**src/rtl/spi_pkg.sv**
```systemverilog
`default_nettype none
// ============================================================================
// Module      : spi_pkg
// Description : Shared types and constants for the SPI transfer controller.
// Revision    : 1.0 - initial release
// ============================================================================
package spi_pkg;

    localparam int c_MAX_CHAR_DEF = 32;

    // Edge-select encoding for the captured tx_neg / rx_neg controls
    localparam logic c_EDGE_POS = 1'b0;
    localparam logic c_EDGE_NEG = 1'b1;

    localparam logic [1:0] c_ST_IDLE  = 2'd0;
    localparam logic [1:0] c_ST_LOAD  = 2'd1;
    localparam logic [1:0] c_ST_SHIFT = 2'd2;
    localparam logic [1:0] c_ST_DONE  = 2'd3;

    typedef enum logic [1:0] {
        ST_IDLE  = c_ST_IDLE,
        ST_LOAD  = c_ST_LOAD,
        ST_SHIFT = c_ST_SHIFT,
        ST_DONE  = c_ST_DONE
    } state_t;

    function automatic logic edge_sel(input logic sel, input logic pos, input logic neg);
        return (sel == c_EDGE_NEG) ? neg : pos;
    endfunction

endpackage
`default_nettype wire

```
**src/rtl/spi_shift_reg.sv**
```systemverilog
`default_nettype none
// ============================================================================
// Module      : spi_shift_reg
// Description : Bit-indexed tx/rx datapath; bit position derived from the
//               remaining-bit counter owned by the controller.
// Revision    : 1.0 - initial release
// ============================================================================
module spi_shift_reg
    import spi_pkg::*;
#(
    parameter int MAX_CHAR = c_MAX_CHAR_DEF,
    parameter int CNT_W    = 6
) (
    input  logic                wb_clk,
    input  logic                wb_reset,
    input  logic                load,
    input  logic                tx_fire,
    input  logic                rx_fire,
    input  logic                last_rx,
    input  logic [CNT_W-1:0]    len,
    input  logic [CNT_W-1:0]    cnt,
    input  logic                lsb_first,
    input  logic [MAX_CHAR-1:0] tx_data,
    input  logic                miso,
    output logic                mosi,
    output logic [MAX_CHAR-1:0] rx_data
);

    logic [MAX_CHAR-1:0] r_tx;
    logic [MAX_CHAR-1:0] r_rx;
    logic [MAX_CHAR-1:0] w_rx_nxt;
    logic [CNT_W-1:0]    r_len;
    logic                r_lsb;
    logic [CNT_W-1:0]    w_cnt_eff;
    logic [CNT_W-1:0]    w_first_pos;
    logic [CNT_W-1:0]    w_rx_pos;
    logic [CNT_W-1:0]    w_tx_pos;
    logic                w_first_bit;
    logic                w_tx_bit;

    // Receive acts first, so a same-cycle tx edge drives the bit for the
    // already-decremented count; nothing is driven once no bits remain.
    assign w_cnt_eff   = rx_fire ? (cnt - CNT_W'(1)) : cnt;
    assign w_first_pos = lsb_first ? '0 : (len - CNT_W'(1));
    assign w_rx_pos    = r_lsb ? (r_len - cnt) : (cnt - CNT_W'(1));
    assign w_tx_pos    = r_lsb ? (r_len - w_cnt_eff) : (w_cnt_eff - CNT_W'(1));

    always_comb begin
        w_first_bit = 1'b0;
        w_tx_bit    = 1'b0;
        w_rx_nxt    = r_rx;
        for (int i = 0; i < MAX_CHAR; i++) begin
            if (w_first_pos == CNT_W'(i)) w_first_bit = tx_data[i];
            if (w_tx_pos == CNT_W'(i))    w_tx_bit    = r_tx[i];
            if (rx_fire && (w_rx_pos == CNT_W'(i))) w_rx_nxt[i] = miso;
        end
    end

    always_ff @(posedge wb_clk) begin
        if (wb_reset) begin
            r_tx    <= '0;
            r_rx    <= '0;
            r_len   <= '0;
            r_lsb   <= 1'b0;
            mosi    <= 1'b0;
            rx_data <= '0;
        end else if (load) begin
            r_tx  <= tx_data;
            r_rx  <= '0;
            r_len <= len;
            r_lsb <= lsb_first;
            mosi  <= w_first_bit;
        end else begin
            if (rx_fire)                     r_rx    <= w_rx_nxt;
            if (tx_fire && (w_cnt_eff != '0)) mosi    <= w_tx_bit;
            if (last_rx)                     rx_data <= w_rx_nxt;
        end
    end

endmodule
`default_nettype wire

```
**src/rtl/spi_xfer_ctrl.sv**
```systemverilog
`default_nettype none
// ============================================================================
// Module      : spi_xfer_ctrl
// Description : SPI transfer FSM and bit counter. Define SPI_XFER_LSB_EN to
//               honour the lsb input; otherwise transfers are MSB first.
// Revision    : 1.0 - initial release
// ============================================================================
module spi_xfer_ctrl
    import spi_pkg::*;
#(
    parameter int MAX_CHAR = c_MAX_CHAR_DEF,
    parameter int CNT_W    = 6
) (
    input  logic                wb_clk,
    input  logic                wb_reset,
    input  logic                go,
    input  logic [CNT_W-1:0]    char_len,
    input  logic                tx_neg,
    input  logic                rx_neg,
    input  logic                lsb,
    input  logic [MAX_CHAR-1:0] tx_data,
    input  logic                pos_edge,
    input  logic                neg_edge,
    input  logic                miso,
    output logic                tip,
    output logic                lstclk,
    output logic                mosi,
    output logic [MAX_CHAR-1:0] rx_data,
    output logic                done
);

    state_t           r_state;
    state_t           w_state_nxt;
    logic [CNT_W-1:0] r_cnt;
    logic             r_tx_sel;
    logic             r_rx_sel;
    logic [CNT_W-1:0] w_len;
    logic             w_lsb_eff;
    logic             w_start;
    logic             w_tx_fire;
    logic             w_rx_fire;
    logic             w_last_rx;

    assign w_len = (char_len == '0) ? CNT_W'(MAX_CHAR) : char_len;

`ifdef SPI_XFER_LSB_EN
    assign w_lsb_eff = lsb;
`else
    logic w_unused_lsb;
    assign w_unused_lsb = lsb;
    assign w_lsb_eff    = 1'b0;
`endif

    always_ff @(posedge wb_clk) begin
        if (wb_reset) r_state <= ST_IDLE;
        else          r_state <= w_state_nxt;
    end

    always_comb begin
        w_state_nxt = r_state;
        tip         = 1'b0;
        lstclk      = 1'b0;
        done        = 1'b0;
        w_start     = 1'b0;
        w_tx_fire   = 1'b0;
        w_rx_fire   = 1'b0;
        w_last_rx   = 1'b0;
        case (r_state)
            ST_IDLE: begin
                if (go) begin
                    w_start     = 1'b1;
                    w_state_nxt = ST_LOAD;
                end
            end
            ST_LOAD: begin
                tip         = 1'b1;
                w_state_nxt = ST_SHIFT;
            end
            ST_SHIFT: begin
                tip       = 1'b1;
                lstclk    = (r_cnt == CNT_W'(1));
                w_tx_fire = edge_sel(r_tx_sel, pos_edge, neg_edge);
                w_rx_fire = edge_sel(r_rx_sel, pos_edge, neg_edge);
                w_last_rx = w_rx_fire && lstclk;
                if (w_last_rx) w_state_nxt = ST_DONE;
            end
            ST_DONE: begin
                done        = 1'b1;
                w_state_nxt = ST_IDLE;
            end
            default: w_state_nxt = ST_IDLE;
        endcase
    end

    always_ff @(posedge wb_clk) begin
        if (wb_reset) begin
            r_cnt    <= '0;
            r_tx_sel <= c_EDGE_POS;
            r_rx_sel <= c_EDGE_POS;
        end else if (w_start) begin
            r_cnt    <= w_len;
            r_tx_sel <= tx_neg ? c_EDGE_NEG : c_EDGE_POS;
            r_rx_sel <= rx_neg ? c_EDGE_NEG : c_EDGE_POS;
        end else if (w_rx_fire) begin
            r_cnt <= r_cnt - CNT_W'(1);
        end
    end

    spi_shift_reg #(
        .MAX_CHAR (MAX_CHAR),
        .CNT_W    (CNT_W)
    ) u_shift (
        .wb_clk    (wb_clk),
        .wb_reset  (wb_reset),
        .load      (w_start),
        .tx_fire   (w_tx_fire),
        .rx_fire   (w_rx_fire),
        .last_rx   (w_last_rx),
        .len       (w_len),
        .cnt       (r_cnt),
        .lsb_first (w_lsb_eff),
        .tx_data   (tx_data),
        .miso      (miso),
        .mosi      (mosi),
        .rx_data   (rx_data)
    );

endmodule
`default_nettype wire

```
**config.mk**
```make
export PLATFORM = sky130hd
export DESIGN_NAME = spi_xfer_ctrl
export DESIGN_NICKNAME = d
export VERILOG_FILES = /design/src/rtl/spi_pkg.sv /design/src/rtl/spi_shift_reg.sv /design/src/rtl/spi_xfer_ctrl.sv
export SDC_FILE = /design/constraint.sdc
export NUM_CORES = 1
export LEC_CHECK = 0
export BUFFER_PORTS_ARGS = -buffer_cell sky130_fd_sc_hd__buf_4
export CORE_ASPECT_RATIO = 2
export CORE_MARGIN = 4
export CORE_UTILIZATION = 40
export DETAILED_ROUTE_END_ITERATION = 6
export GPL_ROUTABILITY_DRIVEN = 0
export SYNTH_ARGS = -nofsm -noshare
export SYNTH_HDL_FRONTEND = slang
export SYNTH_SLANG_ARGS = --single-unit
```
**constraint.sdc**
```tcl
create_clock -name wb_clk -period 8.5 [get_ports wb_clk]
set_clock_uncertainty 0.2 [all_clocks]
set_input_delay 1.275 -clock wb_clk [delete_from_list [all_inputs] [get_ports wb_clk]]
set_output_delay 1.275 -clock wb_clk [all_outputs]
set_load 0.05 [all_outputs]
```
# ---- After elaboration in Yosys (flattened, before gate mapping)
# Cells that the tools add are included.
dict set report totals {
  reg_bits 107
  input_bits 47
  output_inout_bits 36
  elab_cells 272
}
dict set report classes {
  addsub 3
  n_eq_ne 99
  mux 116
  n_bitwise 1
  n_reduce_logical 45
}
# operator n
set ops {}
lappend ops {{equality test 6 x 5 -> 1 bit (second input constant)} 48}
lappend ops {{equality test 6 x 4 -> 1 bit (second input constant)} 24}
lappend ops {{two-way mux 1 bit} 110}
lappend ops {{equality test 6 x 3 -> 1 bit (second input constant)} 12}
lappend ops {{equality test 6 x 2 -> 1 bit (second input constant)} 6}
lappend ops {{logical AND 1 bit} 34}
lappend ops {{equality test 6 x 1 -> 1 bit (second input constant)} 4}
lappend ops {{zero test 6 bit} 4}
lappend ops {{two-way mux 6 bit} 3}
lappend ops {{subtractor 6 x 1 -> 6 bit (second input constant)} 3}
lappend ops {{one-hot mux 2 bit (4 select lines)} 1}
lappend ops {{nonzero test 6 bit} 1}
lappend ops {{equality test 2 bit (second input constant)} 2}
lappend ops {{two-way mux 2 bit} 2}
lappend ops {{inequality test 2 bit (second input constant)} 2}
lappend ops {{AND reduction 2 bit} 2}
lappend ops {{OR reduction 2 bit} 2}
lappend ops {{equality test 2 x 1 -> 1 bit (second input constant)} 1}
lappend ops {{zero test 2 bit} 1}
lappend ops {{nonzero test 2 bit} 1}
lappend ops {{NOT 1 bit} 1}

# ---- Depth between registers and ports, before layout
# Gate-level depths: netlist of the first run.
dict set report logic_depth {
  ltp_word 39
  mapped_depth 13
  depth_no_buf 11
}

# ---- Hierarchy
# Synthesis of the first run repeated with hierarchy kept, for this count alone.
dict set report hier_totals {
  cells_unflattened 821
  area_unflattened_um2 6752.7
}
# module instances cells_each area_per_inst_um2 seq_area_each_um2
set by_module_without_submodules {}
lappend by_module_without_submodules {spi_shift_reg 1 740 6093.3 2082.0}
lappend by_module_without_submodules {spi_xfer_ctrl 1 81 659.4 200.2}

# ---- Worst setup path before layout of the first run
# No wires, ideal clock.
dict set report synth_timing {
  path_kind {in2reg}
  startpoint {input pos_edge}
  endpoint {register u_shift.mosi}
  setup_ns 0.136
  arrival_time_ns 3.325
  required_ns 8.164
  setup_slack_ns 4.839
  cell_stages 11
  n_path_buf 2
  cell_sequence {mux2_4 > buf_6 > and2_4 > buf_6 > a22o_1 > a222oi_1 > nor2_1 > a2111oi_4 > o31ai_1 > a211oi_1 > a211oi_1}
}
dict set report synth_via {
  elab_chain_cells 39
  elab_cells_between_ends 75
  cone_classes {add/sub (1); eq/ne (31); mux (39); reduce/logical (4)}
}
# element line
set synth_rtl {}
lappend synth_rtl {{start: declaration} spi_xfer_ctrl.sv:22} ;# input logic pos_edge,
lappend synth_rtl {{two-way mux 1 bit} spi_pkg.sv:28} ;# return (sel == c_EDGE_NEG) ? neg : pos;
lappend synth_rtl {{two-way mux 1 bit} spi_xfer_ctrl.sv:68} ;# case (r_state)
lappend synth_rtl {{two-way mux 6 bit} spi_shift_reg.sv:43} ;# assign w_cnt_eff = rx_fire ? (cnt - CNT_W'(1)) : cnt;
lappend synth_rtl {{subtractor 6 x 1 -> 6 bit} spi_shift_reg.sv:46} ;# assign w_tx_pos = r_lsb ? (r_len - w_cnt_eff) : (w_cnt_eff - CNT_W'(1));
lappend synth_rtl {{zero test 6 bit} spi_shift_reg.sv:54} ;# if (w_tx_pos == CNT_W'(i)) w_tx_bit = r_tx[i];
lappend synth_rtl {{two-way mux 1 bit (32 in series)} spi_shift_reg.sv:54}
lappend synth_rtl {{two-way mux 1 bit} spi_shift_reg.sv:75} ;# if (tx_fire && (w_cnt_eff != '0)) mosi <= w_tx_bit;
lappend synth_rtl {{two-way mux 1 bit} spi_shift_reg.sv:67} ;# end else if (load) begin
lappend synth_rtl {{end signal: assignment} spi_shift_reg.sv:72} ;# mosi <= w_first_bit;
lappend synth_rtl {{end signal: assignment} spi_shift_reg.sv:75}
lappend synth_rtl {{end: declaration} spi_shift_reg.sv:25} ;# output logic mosi,
# Several ways; a longest one is shown, not always the timed one. The select of a mux whose other input is x is not followed.
# A chain may end at the register's enable or synchronous reset.

# ---- Final worst setup path of the first run
dict set report layout_timing {
  startpoint {register r_cnt[0]}
  endpoint {register u_shift.mosi}
}
dict set report layout_via {
  elab_chain_cells 38
  elab_cells_between_ends 72
  cone_classes {add/sub (2); eq/ne (31); mux (35); reduce/logical (4)}
}
# element line
set layout_rtl {}
lappend layout_rtl {{start: declaration} spi_xfer_ctrl.sv:34} ;# logic [CNT_W-1:0] r_cnt;
lappend layout_rtl {{start signal: assignment} spi_xfer_ctrl.sv:101} ;# r_cnt <= w_len;
lappend layout_rtl {{start signal: assignment} spi_xfer_ctrl.sv:105} ;# r_cnt <= r_cnt - CNT_W'(1);
lappend layout_rtl {{subtractor 6 x 1 -> 6 bit} spi_shift_reg.sv:43}
lappend layout_rtl {{two-way mux 6 bit *} spi_shift_reg.sv:43}
lappend layout_rtl {{subtractor 6 x 1 -> 6 bit} spi_shift_reg.sv:46}
lappend layout_rtl {{zero test 6 bit} spi_shift_reg.sv:54}
lappend layout_rtl {{two-way mux 1 bit (32 in series)} spi_shift_reg.sv:54}
lappend layout_rtl {{two-way mux 1 bit} spi_shift_reg.sv:75}
lappend layout_rtl {{two-way mux 1 bit} spi_shift_reg.sv:67}
# Every way passes the cells marked *; elsewhere a longest branch is shown, timed or not. The select of a mux whose other input is x is not followed.

==> run metrics, run 1 <==
post-CTS setup buffer count=0; Crit Path Max Fanout=18; min cycle time layout=4280 ps; clk_lat worst skew=350 ps; Post-synth EDFFs=0; Starting Density=0.411; Cell Count Post-Placement=935; synth unique cells=62; first-pass GRT wire length=26800 um; vias after detailed routing=5348; Slew @ Worst Pin=1200 ps; PortBufs=around 80; DR DRC count=0; post-route clock period utilization=0.504; Final Hold Vio Count=0; share of layout cells above drive strength 1=0.149; setup TNS=0 ps; yosys warns=0; Post-Synth XOR/XNOR Area=0.0172; 1st-iter DRT viols=286; P&R area growth vs syn=16.2%; switching share of power=0.420; #FFs+latches synth=107; CP Launch Type=register; CTS tree=done; top_reg_cell synth=dfxtp_1; Clock Power Share=0.233; MaxCap Viol Count=0; pin count of the biggest net entering global routing=77; max_slew headroom=0.202; CTS Root Cell=clkbuf_16; maximum clock rate=234 MHz; Leak=2.35 nW; Crit. End Element=register; Post-Synth Adder-Cell Area=0.0201; Global Route met1 Usage=0.208; vias in the first global route=5407; cells along the critical path=inv_1 > ha_1 > xor2_1 > nor4b_1 > o21bai_1 > or3_1 > o21ai_0 > a21boi_1 > o2111ai_1 > a211oi_1 > a211oi_1; simple-gate area share of the yosys netlist=0.240; final setup vio count=0; Final Net Count=816; clk buf depth=2; HP Class=register to register; final worst slack=4220 ps; GR Util met3=0.0362; most common library cell in the layout ignoring fill and taps=nor2_1; routed vias/inst=5.62; CP arrival=around 4300 ps; DR pass1 iterations=5; initial antenna violation count=0; Slew Viols, Final=0; Cell Area, Synth=5590 um2; die span in y=175 um; clk sinks=107; die area=16000 um2; Post-Place Setup Slack=4220 ps; kind of critical path=register to register; P_int=0.000990 W; number of fill cells in the layout=1368; Mapped Avg Cell Area=7.74 um2; H-tree levels=3; grt peak-use layer=met2; NetSw=0.000717 W; TritonCTS Buffers=9; asr flop ratio synth=0; Core ar.=13600 um2; CP peak stage delay=690 ps; # resized after CTS=0; post-synthesis mux area share=0.0786; Comb pwr share=0.401; register area share after synthesis=0.383; I/O Pins=83; most frequent cells in the layout=nor2_1 (123), dfxtp_1 (107), nand2_1 (100); Flop pwr share=0.366; unrepaired setup endpoints after global routing=no; Cell Count, Final, Fillers Out=951; maximum vdd drop=0.000165 V; Total Routed Length=16700 um; synthesized netlist cell count=roughly 720; WL per Instance=around 18 um; Total GRT Usage=0.208; Die Width=91.6 um; fin area=approximately 6500 um2; Synth Area in Compound Gates=0.212; Post-DP HPWL=12600 um; FP Rows=60; met2 Usage GRT=0.389; Post-Syn Nets=778; area post-placement=between 6000 and 7000 um2; Clk pin slew, worst setup/hold paths=70 ps; Hold Buf Count CTS=0; largest family of logic cells by synthesized area=simple AND/OR/NAND/NOR gates; crit-path most repeated cell=a211oi_1; PwrDens=263 nW/um2; CP max stage cell=dfxtp_1; status=complete, no violations; Ant. Diodes=0; Req. time, crit path=8510 ps; ANT nets after route=0; grt ovf=0
-- path summary, 6_finish.rpt --
path,cells after the start,startpoint,end,slack (ps)
max,11,r_cnt[0]$_SDFF_PP0_,u_shift.mosi$_SDFFE_PP0P_,4220
min,2,u_shift.r_tx[11]$_SDFFE_PP0P_,u_shift.r_tx[11]$_SDFFE_PP0P_,270
max reg2reg,11,r_cnt[0]$_SDFF_PP0_,u_shift.mosi$_SDFFE_PP0P_,4220
min reg2reg,2,u_shift.r_tx[11]$_SDFFE_PP0P_,u_shift.r_tx[11]$_SDFFE_PP0P_,270
-- cells in the mapped netlist, types with 3 or more instances --
master	number	area, um2
o31ai_1	3	22.5
inv_1	10	37.5
nor3_1	19	95.1
dfxtp_1	107	2140
xnor2_1	6	52.6
nor2_1	123	462
o22ai_1	13	81.3
nand2b_1	8	50.1
nor2b_1	5	31.3
a22oi_1	5	37.5
nand2_1	100	375
ha_1	9	113
clkbuf_1	42	158
buf_1	9	33.8
nor4_1	3	18.8
or3_1	4	25.0
a31o_2	3	26.3
xor2_1	5	43.8
nand4_1	3	18.8
a21oi_1	56	280
nor4b_1	3	26.3
a2bb2oi_1	3	26.3
o21ai_0	18	90.1
buf_2	3	15.0
or2_2	4	25.0
and2_1	6	37.5
mux2i_1	39	390
mux2_2	3	33.8
a31oi_1	5	31.3
nand3_1	17	85.1
o21bai_1	3	22.5
a211oi_1	42	315
-- cell families after synthesis --
| group | after synthesis |
|---|---|
| muxes | 43 |
| and+or+nand+nor | 307 |
| AOI/OAI and AO/OA | 178 |
| DFF | 107 |
| adders and majority gates | 9 |
| buffers and inverters | 67 |
| xor gates and xnor gates | 11 |
-- sequential cells by signal, indices dropped and copies added (netlist names) --
name             flops
u_shift.r_rx        32
r_tx_sel             1
r_cnt                6
r_rx_sel             1
r_state              2
u_shift.rx_data     32
u_shift.r_tx        32
u_shift.mosi         1
-- area by class of cell --
cell class                      count  area, um2  share of cell area
Multi-Input combinational cell    548       3180               0.489
Sequential cell                   107       2140               0.330
Timing Repair Buffer               83        623              0.0960
Tap cell                          186        233              0.0358
Clock buffer                       10        229              0.0353
Clock inverter                      6       47.5             0.00732
Inverter                           11       41.3             0.00636
-- stage by stage --
stage                     power (W)   util  hold WS (ps)
final                       0.00171  0.478           266
after CTS                   0.00171  0.478           263
after global placement      0.00130  0.458           245
after floorplan             0.00113      -           233
after detailed placement    0.00131  0.458           253
after global routing        0.00181  0.478           281
-- worst max-delay path: cells and delay by family, from the launching register on --
family / cells / cell delay (ps)
adder cells (fa/ha/maj): 1 / 460
XOR/XNOR: 1 / 230
AND/OR/NAND/NOR: 2 / 890
flip-flops: 1 / 690
AO/OA/AOI/OAI: 6 / 1400
buffers and inverters: 1 / 270
-- power groups by stage --
stage               clock network, W  logic [W]  registers (W)
floorplan                          0   0.000529       0.000605
global placement                   0   0.000666       0.000632
detailed placement                 0   0.000677       0.000634
CTS                         0.000405   0.000681       0.000623
global route                0.000425   0.000753       0.000632
finish                      0.000397   0.000684       0.000625
-- layer usage --
metal	vias to the layer above	routed length (um)
met4	0	935
met5	-	0
met1	2484	6180
li1	2623	-
met2	191	8970
met3	50	661
No activity file was read; power rests on OpenSTA's default activity.
==> inputs of run 2 (changes only) <==
--- a/config.mk
+++ b/config.mk
@@ -5,6 +5,7 @@
 export SDC_FILE = /design/constraint.sdc
 export NUM_CORES = 1
 export LEC_CHECK = 0
+export ABC_AREA = 1
 export BUFFER_PORTS_ARGS = -buffer_cell sky130_fd_sc_hd__buf_4
 export CORE_ASPECT_RATIO = 2
 export CORE_MARGIN = 4
==> constraint.sdc (replaced) <==
create_clock -name wb_clk -period 4.05 [get_ports wb_clk]
set_clock_uncertainty 0.2 [all_clocks]
set_input_delay 0.6075 -clock wb_clk [delete_from_list [all_inputs] [get_ports wb_clk]]
set_output_delay 0.6075 -clock wb_clk [all_outputs]
set_load 0.05 [all_outputs]
==> run metrics, run 2 <==
share of layout cells above drive strength 1=0.170; Post-Syn Nets=872; FP Rows=slightly above 60; min cycle time layout=3630 ps; DR DRC count=0; # resized after CTS=0; routed vias/inst=5.14; die area=16300 um2; Post-DP HPWL=roughly 14000 um; post-route clock period utilization=0.897; Total GRT Usage=0.216; TritonCTS Buffers=9; Top Registers=u_shift.r_rx x32, u_shift.r_tx x32, u_shift.rx_data x32; top_reg_cell synth=dfxtp_1; CP max stage cell=dfxtp_1; final setup vio count=0; PwrDens=596 nW/um2; CTS Root Cell=clkbuf_16; asr flop ratio synth=0; most common cell in the netlist=nor2_1; max_slew headroom=0.396; vias in the first global route=5375; pin count of the biggest net entering global routing=65; number of fill cells in the layout=1499; CP arrival=3670 ps; Reg area=2140 um2; kind of critical path=register to register; initial antenna violation count=0; clk sinks=107; Clk pin slew, worst setup/hold paths=70 ps; final worst slack=415 ps; vias after detailed routing=roughly 5600; Core ar.=13900 um2; Post-synth top cells=nor2_1 (139), nand2_1 (122), inv_1 (113), dfxtp_1 (107), a21oi_1 (56); Slew Viols, Final=0; Post-synth EDFFs=0; most common library cell in the layout ignoring fill and taps=nor2_1; DR pass1 iterations=6; setup TNS=0 ps; unrepaired setup endpoints after global routing=no; die span in y=176 um; Mapped Avg Cell Area=roughly 6.9 um2; Yosys top cell area share=0.378; Post-Place Setup Slack=around 380 ps; area post-placement=6510 um2; Final Hold Vio Count=0; synthesized netlist cell count=816; Synth area leaders=dfxtp_1 (38%), nor2_1 (9.2%), nand2_1 (8.1%), inv_1 (7.5%), nand4_1 (5.1%); post-CTS setup buffer count=0; synth unique cells=between 40 and 50; yosys warns=0; Die Width=92.2 um; crit-path most repeated cell=nand4_1; Cell Area, Synth=5670 um2; clk_lat worst skew=~350 ps; Leak=roughly 3.1 nW; grt ovf=0; #FFs+latches synth=~110; P&R area growth vs syn=20.1%; maximum vdd drop=0.000249 V; leading area contributor after synthesis=dfxtp_1; CP peak stage delay=500 ps; multi-input logic area=2910 um2; 1st-iter DRT viols=286; clk buf depth=2; Req. time, crit path=~4100 ps; Hold Buf Count CTS=0; register area share after synthesis=0.378; CP Launch Type=register; most frequent cells in the layout=nor2_1 (139), nand2_1 (122), inv_1 (113); Crit Path Max Fanout=6; MaxCap Viol Count=0; Final Net Count=approximately 950; PortBufs=81; H-tree levels=3; fin area=6810 um2; Slew @ Worst Pin=897 ps; I/O Pins=83; Ant. Diodes=0; status=complete, no violations; HP Class=register to register; ANT nets after route=0; maximum clock rate=275 MHz; Total Routed Length=roughly 17000 um; Starting Density=0.408; CTS tree=done; WL per Instance=16.0 um; Crit. End Element=register; first-pass GRT wire length=between 20000 and 30000 um
run 2: changes by cell type in the layout (fill, tap and decap cells not counted), sizes merged, moves of 24 or more:
| cell | before | now |
|---|---|---|
| o211ai | 2 | 26 |
| inv | 13 | 120 |
| a211oi | 42 | 0 |
| nand2 | 100 | 130 |
| o21ai | 18 | 59 |
| nand4 | 3 | 46 |
| mux2i | 39 | 7 |
run 2: metal layers:
metal | part of all wire | up-vias | global-route usage
met4 | 0.073 | 0 | 0.153
met2 | 0.52 | 186 | 0.398
met1 | 0.36 | 2483 | 0.217
met3 | 0.048 | 52 | 0.0307
met5 | 0 | - | 0
li1 | - | 2843 | -
run 2: through the flow:
stage	total power, W	utilization	cells	hold slack, ps
final	0.00405	0.490	1083	259
after global routing	0.00434	0.490	1083	285
after CTS	0.00407	0.490	1083	265
after detailed placement	0.00318	0.468	1067	249
after global placement	0.00317	0.468	1067	248
after floorplan	0.00267	-	816	230
run 2: cell families (layout without fill, tap and decap cells):
logic type | Yosys count | after routing | share of synthesized area
compound gates | 179 | 179 | 0.188
xor+xnor | 1 | 1 | 0.00155
fa+ha+maj | 9 | 9 | 0.0199
buf+inv | 159 | 237 | 0.110
flops | 107 | 107 | 0.378
mux | 7 | 7 | 0.0124
simple gates | 354 | 354 | 0.290
run 2: path summary, 6_finish.rpt:
check | slack [ps] | depth (start not counted) | end | start
worst max-delay path | 420 | 26 | u_shift.mosi$_SDFFE_PP0P_ | r_cnt[0]$_SDFF_PP0_
worst min-delay path | 260 | 2 | u_shift.r_tx[29]$_SDFFE_PP0P_ | u_shift.r_tx[29]$_SDFFE_PP0P_
worst max register to register | 420 | 26 | u_shift.mosi$_SDFFE_PP0P_ | r_cnt[0]$_SDFF_PP0_
worst min register to register | 260 | 2 | u_shift.r_tx[29]$_SDFFE_PP0P_ | u_shift.r_tx[29]$_SDFFE_PP0P_
run 2: cell type report:
class / instances / share of cell area
tap: 189 / 0.0347
sequential: 107 / 0.315
clock buffer: 10 / 0.0351
inverter: 119 / 0.0660
clock inverter: 6 / 0.00919
timing repair buffer: 102 / 0.112
multi-input combinational: 550 / 0.428
run 2: critical path, delay by kind of cell, from the launching register on:
kind	cells	cell delay, ps
flops	1	500
compound gates	2	340
buf+inv	3	240
simple gates	20	2000
fa+ha+maj	1	260
run 2: report_power, final:
group	internal, W	switching, W	total [W]
sequential	0.00120	0.000121	0.00132
clock	0.000452	0.000435	0.000888
combinational	0.000546	0.00130	0.00185
total	0.00220	0.00186	0.00405
